$ cat src/rtl/sb_pattern_detect.sv
// sb_pattern_detect
// Receive-side sideband pattern detector. Watches deserialized 64-bit
// sideband words for the alternating clock pattern (optionally its one-UI
// shifted inverse), signals the generator once enough consecutive words
// matched, and flags a timeout when the pattern never shows up.
module sb_pattern_detect #(
  parameter logic [63:0] PATTERN        = 64'hAAAA_AAAA_AAAA_AAAA,
  parameter bit          ALLOW_INVERTED = 1'b1,
  parameter int          MATCH_COUNT    = 2,
  parameter int          TIMEOUT_CYCLES = 8000
) (
  input  logic        i_clk,
  input  logic        i_rst_n,
  input  logic        i_start_pattern_req,
  input  logic [63:0] i_deser_data,
  input  logic        i_deser_valid,
  output logic        o_rx_sb_pattern_samp_done,
  output logic        o_pattern_detected,
  output logic        o_pattern_inverted,
  output logic        o_pattern_detect_time_out,
  output logic        o_searching
);

  // Timeout counter is just wide enough for the terminal value.
  localparam int              TW           = $clog2(TIMEOUT_CYCLES);
  localparam logic [TW-1:0]   TO_LAST      = TW'(TIMEOUT_CYCLES - 1);
  localparam logic [3:0]      MATCH_TARGET = 4'(MATCH_COUNT);
  localparam logic [3:0]      MATCH_SAT    = 4'hF;

  typedef enum logic [1:0] {
    ST_IDLE,
    ST_SEARCH,
    ST_DONE,
    ST_TIMEOUT
  } state_t;

  state_t        state_q, state_d;
  logic [3:0]    match_cnt_q, match_cnt_d;   // length of the current run
  logic          run_inv_q, run_inv_d;       // polarity of the current run (1 = ~PATTERN)
  logic [TW-1:0] to_cnt_q, to_cnt_d;         // SEARCH cycles elapsed
  logic          done_q, done_d;
  logic          detected_q, detected_d;
  logic          inverted_q, inverted_d;
  logic          time_out_q, time_out_d;
  logic          searching_q, searching_d;

  logic          word_is_pat;
  logic          word_is_inv;
  logic [3:0]    run_cnt_nxt;
  logic          run_inv_nxt;
  logic          run_hit;

  // Classify the incoming word and work out where the run would go if
  // this cycle were an ordinary SEARCH cycle.
  always_comb begin
    word_is_pat = i_deser_valid && (i_deser_data == PATTERN);
    word_is_inv = ALLOW_INVERTED && i_deser_valid && (i_deser_data == ~PATTERN);
    run_cnt_nxt = match_cnt_q;
    run_inv_nxt = run_inv_q;
    if (word_is_pat || word_is_inv) begin
      if ((match_cnt_q != 4'd0) && (run_inv_q == word_is_inv)) begin
        // Same polarity extends the run; saturate rather than wrap.
        run_cnt_nxt = (match_cnt_q == MATCH_SAT) ? MATCH_SAT : match_cnt_q + 4'd1;
      end else begin
        // First match, or a polarity flip: this word starts a fresh run.
        run_cnt_nxt = 4'd1;
        run_inv_nxt = word_is_inv;
      end
    end else if (i_deser_valid) begin
      // A valid non-matching word breaks the run; bubbles do not.
      run_cnt_nxt = 4'd0;
    end
    run_hit = (run_cnt_nxt >= MATCH_TARGET);
  end

  // Next-state and next-output logic; every output is registered so the
  // pulses line up with the state they describe.
  always_comb begin
    state_d     = state_q;
    match_cnt_d = match_cnt_q;
    run_inv_d   = run_inv_q;
    to_cnt_d    = to_cnt_q;
    detected_d  = detected_q;
    inverted_d  = inverted_q;
    done_d      = 1'b0;
    time_out_d  = 1'b0;

    case (state_q)
      ST_IDLE: begin
        // Incoming data is ignored until a search is requested.
        if (i_start_pattern_req) begin
          state_d     = ST_SEARCH;
          match_cnt_d = 4'd0;
          run_inv_d   = 1'b0;
          to_cnt_d    = '0;
          detected_d  = 1'b0;
          inverted_d  = 1'b0;
        end
      end

      ST_SEARCH: begin
        if (i_start_pattern_req) begin
          // Restart in place: the word in this cycle does not count.
          match_cnt_d = 4'd0;
          run_inv_d   = 1'b0;
          to_cnt_d    = '0;
        end else if (run_hit) begin
          // Detection takes priority over a coincident terminal count.
          state_d     = ST_DONE;
          done_d      = 1'b1;
          detected_d  = 1'b1;
          inverted_d  = run_inv_nxt;
          match_cnt_d = 4'd0;
          run_inv_d   = 1'b0;
          to_cnt_d    = '0;
        end else if (to_cnt_q == TO_LAST) begin
          state_d     = ST_TIMEOUT;
          time_out_d  = 1'b1;
          match_cnt_d = 4'd0;
          run_inv_d   = 1'b0;
          to_cnt_d    = '0;
        end else begin
          match_cnt_d = run_cnt_nxt;
          run_inv_d   = run_inv_nxt;
          to_cnt_d    = to_cnt_q + TW'(1);
        end
      end

      ST_DONE, ST_TIMEOUT: begin
        // Single-cycle report states; a start here chains straight into SEARCH.
        if (i_start_pattern_req) begin
          state_d     = ST_SEARCH;
          match_cnt_d = 4'd0;
          run_inv_d   = 1'b0;
          to_cnt_d    = '0;
          detected_d  = 1'b0;
          inverted_d  = 1'b0;
        end else begin
          state_d = ST_IDLE;
        end
      end

      default: begin
        state_d = ST_IDLE;
      end
    endcase

    searching_d = (state_d == ST_SEARCH);
  end

  // State and output registers; reset aborts any search silently.
  always_ff @(posedge i_clk or negedge i_rst_n) begin
    if (!i_rst_n) begin
      state_q     <= ST_IDLE;
      match_cnt_q <= 4'd0;
      run_inv_q   <= 1'b0;
      to_cnt_q    <= '0;
      done_q      <= 1'b0;
      detected_q  <= 1'b0;
      inverted_q  <= 1'b0;
      time_out_q  <= 1'b0;
      searching_q <= 1'b0;
    end else begin
      state_q     <= state_d;
      match_cnt_q <= match_cnt_d;
      run_inv_q   <= run_inv_d;
      to_cnt_q    <= to_cnt_d;
      done_q      <= done_d;
      detected_q  <= detected_d;
      inverted_q  <= inverted_d;
      time_out_q  <= time_out_d;
      searching_q <= searching_d;
    end
  end

  assign o_rx_sb_pattern_samp_done = done_q;
  assign o_pattern_detected        = detected_q;
  assign o_pattern_inverted        = inverted_q;
  assign o_pattern_detect_time_out = time_out_q;
  assign o_searching               = searching_q;

endmodule

$ cat config.mk
export PLATFORM = sky130hd
export DESIGN_NAME = sb_pattern_detect
export DESIGN_NICKNAME = d
export VERILOG_FILES = /design/src/rtl/sb_pattern_detect.sv
export SDC_FILE = /design/constraint.sdc
export NUM_CORES = 1
export LEC_CHECK = 0
export BUFFER_PORTS_ARGS = -buffer_cell sky130_fd_sc_hd__buf_2
export CORE_ASPECT_RATIO = 1.5
export CORE_MARGIN = 2
export CORE_UTILIZATION = 44
export CTS_CLUSTER_DIAMETER = 120
export DETAILED_ROUTE_END_ITERATION = 10
export PLACE_DENSITY = 0.77
export SETUP_SLACK_MARGIN = 0.05
export SLEW_MARGIN = 25
export SYNTH_ARGS = -nofsm -noshare
export SYNTH_HDL_FRONTEND = slang
export SYNTH_SLANG_ARGS = --single-unit
$ cat constraint.sdc
create_clock -name i_clk -period 2 [get_ports i_clk]
set_input_delay 0.1 -clock i_clk [delete_from_list [all_inputs] [get_ports i_clk]]
set_output_delay 0.1 -clock i_clk [all_outputs]
set_load 0.02 [all_outputs]
==> out/results.txt <==
vias in the first global route: 1893
CP peak stage delay: 410 ps
kind of end point of the critical path: flop
Syn Std Cell Area: 1818 sq um
pre-CTS setup slack: -130.5 ps
failing checks: negative setup slack
die area: 4673 sq um
DP Wirelength: 3726 microns
total grt overflow: 0
Seq. cell area: 625.6 sq um
RePlAce Congestion: 0.8025
1st-iter DRT viols: 50
Max VDD drop: 0.0005489 V
final count of hold timing violations: 0
syn_area_per_cell: 9.323 sq um
io pins: 73
Mapped Cells: 195
Final Slew Violations: 0
Worst path slowest cell: dfrtp_1
post-route cell area: 2511 sq um
Die Y-Extent: 82.73 microns
worst skew pair latency: 280 ps
critical path's top delay family: compound AO/OA/AOI/OAI gates
input/output buffers: 72
H-tree lvl count: 1
register area share after synthesis: 34.41%
clk sinks: 25
final worst path period need: 2137 ps
Slew HR: 62.59%
initial antenna violation count: 0
footprint of the multi-input gates: 1209 sq um
setup ws final: -137.0 ps
fin util: 63.43%
# diodes: 0
placed cell areas: 2374 sq um
Synth Register Bits: 25
CP arrival: 2330 ps
syn nets: 266
Synth warnings: 0
overall power: 1.007 mW
vias: 1920
Setup Skew: 3.634 ps
hold crit path type: in -> reg
Tcrit/Tclk final: 106.8%
flop-to-flop setup slack: -140 ps
final setup vio count: 16
final WL: 4707 microns
Netlist cell types: 52
CTS tree: yes
pwr dens: 401.2 nW/um^2
total CTS buffers: 3
post-route ant nets: 0
Leak: 1.187 nW
WP data required: 2190 ps
wire length per cell: 14.14 microns
ys async rst share: 100.0%
Initial Utilization: 45.92%
unrepaired setup endpoints after global routing: true
Via density: 5.766
largest net degree at the start of global routing: 26
layout filler cell count: 375
Post-synth EDFFs: 0
critical path type: reg -> reg
Top FF cell, synth: dfrtp_1
critical path cell sequence: inv_2 -> ha_4 -> and4bb_2 -> a22o_1 -> nor2b_1 -> a32o_2 -> buf_12 -> o41a_4 -> o31ai_2
crit path buf inv count: 2
NumNets Final: 360
die width: 56.49 microns
status: finished with violations
worst-margin pin slew: 561.1 ps
layout cell share with drive strength beyond 1: 43.40%
area of the core: 3959 sq um
first-pass GRT wire length: 7893 microns
CP startpoint kind: flop
drt pass-1 iters: 4
Max FO, Critical Path: 11
clock slew at reported path FFs: 90 ps
worst hold slack: 186.5 ps
synth-to-layout area growth: 38.13%
clock buffer depth: 2
total track usage: 21.12%
fmax: 467.9 MHz
Max Cap Viol: 0
# DRC: 0
# rows: 28
clock root cell: clkbuf_8
-- worst min-delay path, cell delays in order --
cell and delay [ps]:
buf_2 120, o41a_4 160, o31ai_2 50
-- synth_stat cells (2+ instances only) --
library cell	n	area [sq um]
and3_1	2	12.51
nor4b_1	4	35.03
o31ai_1	5	37.54
nor2b_1	3	18.77
nand4b_1	2	17.52
and4b_2	2	22.52
nand3_1	8	40.04
xor2_1	3	26.28
a21o_1	3	22.52
nor2_1	11	41.29
or3_1	2	12.51
o21bai_1	2	15.01
nor4_4	2	42.54
nor4bb_1	14	140.1
nand2b_1	3	18.77
o21ai_0	12	60.06
or4bb_1	2	22.52
nand2_1	20	75.07
nor3_1	7	35.03
inv_1	8	30.03
nand4_1	9	56.30
nor4_1	7	43.79
o22a_1	2	17.52
and4bb_2	2	25.02
ha_1	3	37.54
a211o_1	2	17.52
and4b_1	2	20.02
dfrtp_1	25	625.6
buf_2	3	15.01
a21oi_1	3	15.01
-- metrics by stage --
stage               TNS (ps)  instances
floorplan             -216.8        195
global placement      -468.0        326
detailed placement    -839.0        326
CTS                    -1212        332
global route           -2623        333
finish                 -1093        333
-- layout make-up --
cell class	instances	share of cell area [%]
timing repair buffer	94	21.67
sequential	25	24.91
clock buffer	3	1.644
multi-input combinational	157	48.13
tap	45	2.242
clock inverter	1	0.1993
inverter	8	1.196
-- layer usage --
metal | vias to the layer above | wire length [microns] | global-route usage, %
met3 | 5 | 246 | 3.115
met5 | - | 0 | 0
met4 | 0 | 62 | 7.381
met1 | 923 | 1843 | 22.64
met2 | 48 | 2555 | 41.51
li1 | 944 | - | -
-- path summary, 6_finish.rpt --
path	start	endpoint	depth (start not counted)
min in group asynchronous	i_rst_n	match_cnt_q[3]	2
setup reg to reg	match_cnt_q[1]	o_pattern_inverted	9
setup / recovery	match_cnt_q[1]	o_pattern_inverted	9
hold reg to reg	o_pattern_detected	o_pattern_detected	2
hold / removal	i_start_pattern_req	o_pattern_inverted	3
max in group asynchronous	i_rst_n	to_cnt_q[10]	2
-- cells in the final DEF (no fill, tap or decap), types with 3 or more instances in the layout --
| cell type | count |
|---|---|
| a21o_1 | 3 |
| buf_2 | 72 |
| nor4bb_1 | 14 |
| nand2b_1 | 3 |
| o31ai_1 | 3 |
| nand4_1 | 9 |
| nor4_2 | 3 |
| nor4b_1 | 3 |
| nor3_1 | 6 |
| xor2_1 | 3 |
| inv_1 | 6 |
| buf_4 | 19 |
| clkbuf_8 | 3 |
| nor2b_1 | 3 |
| o21ai_0 | 4 |
| o21ai_1 | 7 |
| dfrtp_1 | 25 |
| nand2_1 | 20 |
| nor2_1 | 11 |
| nand3_1 | 8 |
| a21oi_1 | 3 |
| nor4_1 | 4 |
-- power breakdown --
group,internal (mW),total [mW],switching (mW)
logic,0.0995,0.182,0.0821
registers,0.513,0.522,0.00845
clock network,0.140,0.304,0.164
total,0.753,1.01,0.255
-- what timing repair did --
| action | 4_1_cts | 5_1_grt |
|---|---|---|
| pin swaps | 3 | 4 |
| endpoints found under the hold margin | 25 | 0 |
| cloned | 0 | 0 |
| endpoints found under the setup margin | 18 | 22 |
| setup buffers | 1 | 1 |
| hold buffers | 1 | 0 |
| resized for setup | 5 | 8 |
-- kinds of logic (layout without fill, tap and decap cells) --
kind of cell / count (synthesis) / count (layout) / share of synthesized area (%)
buffers and inverters: 13 / 106 / 4.198
DFF: 25 / 25 / 34.41
adders and majority gates: 3 / 3 / 2.065
and+or+nand+nor: 113 / 113 / 42.88
AOI/OAI and AO/OA: 37 / 37 / 14.52
xor gates and xnor gates: 4 / 4 / 1.927
-- sequential cells by signal (all words and copies together), names as in the netlist --
| register | count |
|---|---|
| match_cnt_q | 4 |
| o_pattern_detect_time_out | 1 |
| o_pattern_inverted | 1 |
| to_cnt_q | 13 |
| run_inv_q | 1 |
| o_rx_sb_pattern_samp_done | 1 |
| state_q | 2 |
| o_pattern_detected | 1 |
| o_searching | 1 |
Note: power is estimated with default switching activity, not from simulation.
